## src/rtl/load_store_unit.sv

```systemverilog
// Load/store unit: lane steering, load extension and a REQ handshake with watchdog.
// Define LSU_MISALIGN_TRAP_EN to trap misaligned half/word accesses without a bus request.
module load_store_unit #(
  parameter int TIMEOUT = 16,
  parameter int CNT_W   = 5
) (
  input  logic        clk,
  input  logic        reset,
  input  logic        ls_valid,
  input  logic        ls_we,
  input  logic [2:0]  funct3,
  input  logic [31:0] addr,
  input  logic [31:0] wdata,
  output logic [31:0] rdata,
  output logic        ls_stall,
  output logic        bus_err,
  output logic        misalign,
  output logic        mem_req,
  output logic        mem_we,
  output logic [3:0]  mem_be,
  output logic [31:0] mem_addr,
  output logic [31:0] mem_wdata,
  input  logic        mem_ready,
  input  logic [31:0] mem_rdata
);

  typedef enum logic [1:0] {IDLE, REQ, DONE} state_t;

  localparam logic [CNT_W-1:0] WD_LAST = CNT_W'(TIMEOUT - 1);

  state_t           state, state_nx;
  logic             we_q;
  logic [2:0]       f3_q;
  logic [1:0]       off_q;
  logic [CNT_W-1:0] wd;

  logic        st_byte, st_half;
  logic        ld_byte, ld_half;
  logic        bad_align;
  logic [3:0]  be_nx;
  logic [31:0] wdata_nx;
  logic [7:0]  lb;
  logic [15:0] lh;
  logic [31:0] load_ext;

  assign st_byte = funct3[1:0] == 2'b00;
  assign st_half = funct3[1:0] == 2'b01;
  assign ld_byte = f3_q[1:0] == 2'b00;
  assign ld_half = f3_q[1:0] == 2'b01;

`ifdef LSU_MISALIGN_TRAP_EN
  assign bad_align = (st_half & addr[0]) |
                     (~st_byte & ~st_half & (addr[1:0] != 2'b00));
`else
  assign bad_align = 1'b0;
`endif

  assign ls_stall = ls_valid && (state != DONE);
  assign mem_req  = state == REQ;
  assign mem_we   = (state == REQ) && we_q;

  always_comb begin
    be_nx    = 4'b1111;
    wdata_nx = wdata;
    unique case (1'b1)
      st_byte: begin
        be_nx    = 4'b0001 << addr[1:0];
        wdata_nx = {4{wdata[7:0]}};
      end
      st_half: begin
        be_nx    = addr[1] ? 4'b1100 : 4'b0011;
        wdata_nx = {2{wdata[15:0]}};
      end
      default: ;
    endcase
  end

  // Lanes come from the latched offset; funct3[2] selects zero-extension.
  always_comb begin
    lb       = mem_rdata[{off_q, 3'b000} +: 8];
    lh       = off_q[1] ? mem_rdata[31:16] : mem_rdata[15:0];
    load_ext = mem_rdata;
    unique case (1'b1)
      ld_byte: load_ext = {{24{~f3_q[2] & lb[7]}}, lb};
      ld_half: load_ext = {{16{~f3_q[2] & lh[15]}}, lh};
      default: ;
    endcase
  end

  always_comb begin
    state_nx = state;
    unique case (state)
      IDLE: if (ls_valid) state_nx = bad_align ? DONE : REQ;
      REQ:  if (mem_ready || wd == WD_LAST) state_nx = DONE;
      DONE: state_nx = IDLE;
      default: state_nx = IDLE;
    endcase
  end

  always_ff @(posedge clk or posedge reset) begin
    if (reset) begin
      state     <= IDLE;
      we_q      <= 1'b0;
      f3_q      <= 3'b000;
      off_q     <= 2'b00;
      wd        <= '0;
      rdata     <= 32'h0;
      bus_err   <= 1'b0;
      misalign  <= 1'b0;
      mem_be    <= 4'h0;
      mem_addr  <= 32'h0;
      mem_wdata <= 32'h0;
    end else begin
      state    <= state_nx;
      bus_err  <= 1'b0;
      misalign <= 1'b0;
      unique case (state)
        IDLE: if (ls_valid) begin
          we_q      <= ls_we;
          f3_q      <= funct3;
          off_q     <= addr[1:0];
          mem_addr  <= {addr[31:2], 2'b00};
          mem_be    <= ls_we ? be_nx : 4'b1111;
          mem_wdata <= wdata_nx;
          if (bad_align) begin
            misalign <= 1'b1;
            rdata    <= 32'h0;
          end
        end
        REQ: begin
          if (mem_ready) begin
            rdata <= we_q ? 32'h0 : load_ext;
            wd    <= '0;
          end else if (wd == WD_LAST) begin
            bus_err <= 1'b1;
            rdata   <= 32'h0;
            wd      <= '0;
          end else begin
            wd <= wd + 1'b1;
          end
        end
        default: ;
      endcase
    end
  end

endmodule

```

## config.mk

```make
export PLATFORM = sky130hd
export DESIGN_NAME = load_store_unit
export DESIGN_NICKNAME = d
export VERILOG_FILES = /design/src/rtl/load_store_unit.sv
export SDC_FILE = /design/constraint.sdc
export NUM_CORES = 1
export LEC_CHECK = 0
export BUFFER_PORTS_ARGS = -buffer_cell sky130_fd_sc_hd__buf_2
export CAP_MARGIN = 5
export CORE_ASPECT_RATIO = 1.2
export CORE_MARGIN = 1
export CORE_UTILIZATION = 52
export CTS_CLUSTER_DIAMETER = 30
export DETAILED_ROUTE_END_ITERATION = 6
export MAX_ROUTING_LAYER = met4
export PLACE_DENSITY_LB_ADDON = 0.1
export SYNTH_ARGS = -nofsm -noshare
export SYNTH_HDL_FRONTEND = slang
export SYNTH_SLANG_ARGS = --single-unit
export TNS_END_PERCENT = 10
```

## constraint.sdc

```tcl
create_clock -name clk -period 5.7 [get_ports clk]
set_input_delay 0.57 -clock clk [delete_from_list [all_inputs] [get_ports clk]]
set_output_delay 0.57 -clock clk [all_outputs]
set_load 0.01 [all_outputs]
```

==> results.yml <==
status:
  status: "complete, no violations"
synth:
  yosysSeqAreaShare_pct: 55.6
  synth.distinct_cells: 41
  ys_warn_count: 0
  ys.flop_type: "dfrtp_1"
  synth.avg_cell_area_sq_um: 9.78
  synth_area_sq_um: 5040
  synth-edff-count: 0
  synth_top_area_cell: "dfrtp_1"
  synthArstFlopShare_pct: 100
  synth_seq_cells: 112
  synth_cells: 515
  synth_top_area_share_pct: 55.6
  synth.area.top_cells: "dfrtp_1, nand2_1, mux2i_1"
drt:
  ant_nets: 0
  vias: 4378
  wl_um: 12600
  drc_errors: 0
  wl_per_cell_um: 15.3
  viasPerCell: 5.29
  drt_first_pass_iters: 6
  dr.first_iter.drc_count: 253
global_route:
  grt_pass1_vias: 4111
  grtUsageTotal_pct: 26.1
  grt_first_pass_wirelength_um: 19800
  antenna_found_initial: 0
  gr-total-overflow: 0
  grt_max_degree: 70
finish:
  finalNetCount: 804
  final_cell_area_sq_um: 6390
  final_common_cell: "buf_2"
  areaGrowthSynthToFinish_pct: 26.9
  diodes: 0
  multi_input_area_sq_um: 2040
  fillers: 799
  mostFrequentLayoutCells: "buf_2, nand2_1, dfrtp_1"
  regArea_sq_um: 2800
  drive_gt1_share_pct: 34.7
clock_network:
  root_buffer: "clkbuf_16"
  cts_made_buffers: 9
  cts_tree: "yes"
  cts_resized: 0
  clock_path_buffers: 2
  insertion_delay_ns: 0.34
  hold_buffers: 0
  htree_levels: 3
  clk_pin_slew_worst_paths_ns: 0.07
  cts_setup_buffers: 0
  cts_sinks: 112
pwr:
  switchingPower_mw: 1.26
  p_leak_nw: 3.40
  power_mw: 3.37
  ir_worst_vdd_mv: 0.296
  swShare_pct: 37.4
  p_int_mw: 2.11
  pwr-share-seq_pct: 41.7
  pwr-share-clk_pct: 20.0
  powerDensity_nw_per_um2: 526
  p_comb_share_pct: 38.3
timing:
  slew_headroom_pct: 26.3
  rsz0062_at_grt: "no"
  setup-violations-final: 0
  tns_ns: 0
  fin_crit_sh_pct: 42.5
  period_minus_slack_ns: 2.42
  holdWs_ns: 0.295
  hold_viol: 0
  worst_pin_slew_ns: 1.10
  fmax_ghz: 0.412
  maxSlewViolCount: 0
  clock_skew_ns: 0.00748
critical_path:
  critPathMaxFanout: 18
  crit_arrival_ns: 2.71
  critPathBufInv: 0
  cpPeakStageDelay_ns: 0.77
  crit_type: "reg -> reg"
  slowest_stage: "nor4b_4"
  critPathTopFamily: "simple AND/OR/NAND/NOR gates"
  crit_path_end_kind: "register"
  crit_required_ns: 5.98
  start_kind: "register"
  cp_cell_sequence: "nand2b_1 -> nor3b_4 -> nor4b_4 -> a221o_2"
placed_design:
  io_buffer_count: 205
  dp_hpwl_um: 9160
  dpl_cell_area_sq_um: 6070
  gp_congestion: 0.844
die:
  dieArea_sq_um: 10100
  core_region_area_sq_um: 9470
  io_pins: 209
  initial_utilization_pct: 53.2
  dieHeight_um: 110
  die_w_um: 91.9
  rows: 39
job:
  drv_cap: 0
worst_hold_path:
  hp-class: "in -> async"
[sequential cells by signal, summed over array words and instances (netlist names)]
name       flops
wd             5
mem_wdata     32
f3_q           3
rdata         32
mem_be         4
mem_addr      30
we_q           1
bus_err        1
state          2
off_q          2
[power by group through the flow]
stage | Combinational [mW] | Sequential, mW | Clock (mW)
after floorplan | 0.658 | 1.53 | 0
after global placement | 1.26 | 1.40 | 0
after detailed placement | 1.30 | 1.41 | 0
after CTS | 1.30 | 1.41 | 0.686
after global routing | 1.43 | 1.46 | 0.720
final | 1.29 | 1.40 | 0.674
[routing by layer]
| layer | share of wire (%) | up-vias | GRT usage, % |
|---|---|---|---|
| li1 | - | 2116 | - |
| met1 | 42 | 2078 | 31.7 |
| met2 | 50 | 160 | 42.6 |
| met3 | 5.6 | 24 | 6.29 |
| met4 | 2.6 | 0 | 9.71 |
| met5 | 0 | - | - |
[metrics by stage]
stage / util, % / setup slack [ns] / std cells
2_1_floorplan: - / 2.17 / 517
3_3_place_gp: 64.1 / 3.38 / 811
3_5_place_dp: 64.1 / 3.29 / 811
4_1_cts: 67.5 / 3.27 / 827
5_1_grt: 67.5 / 3.03 / 827
6_report: 67.5 / 3.28 / 827
[final timing paths]
kind / depth (start not counted) / slack (ns) / from / endpoint
min in group clk: 3 / 0.41 / addr[5] / mem_addr[5]
hold reg to reg: 2 / 0.47 / mem_addr[8] / mem_addr[8]
hold / removal: 2 / 0.30 / reset / mem_addr[10]
setup / recovery: 4 / 3.28 / state[1] / rdata[27]
setup reg to reg: 4 / 3.28 / state[1] / rdata[27]
max in group asynchronous: 3 / 4.22 / reset / mem_be[3]
[logic make-up after synthesis]
group,after synthesis,share of synthesized area [%]
adder cells (fa/ha/maj),1,0.248
multiplexers,37,7.67
other,1,0.0744
flip-flops,112,55.6
AO/OA/AOI/OAI,107,14.3
AND/OR/NAND/NOR,213,18.0
buffers and inverters,44,4.07
[cell usage after synthesis, types with 3 or more instances]
cell type and instances:
nand2_1 169, dfrtp_1 112, o21ai_0 47, mux2i_1 33, clkbuf_1 25, a21oi_1 20
nor2_1 13, nand2b_1 9, a221o_1 8, a221o_2 8, a32o_1 8, inv_1 8
o2bb2ai_1 7, or3_1 7, buf_2 4, and2_1 3, buf_4 3, buf_6 3
mux2_2 3
[layout make-up]
| cell class | count | share of cell area (%) |
|---|---|---|
| flip-flops and latches | 112 | 43.8 |
| multi-input cells | 361 | 31.9 |
| repair buffers | 207 | 16.3 |
| clock buffers | 10 | 3.74 |
| well taps | 123 | 2.41 |
| clock inverters | 6 | 1.29 |
| inverters | 8 | 0.509 |
Power figures use the tool's default switching activity.
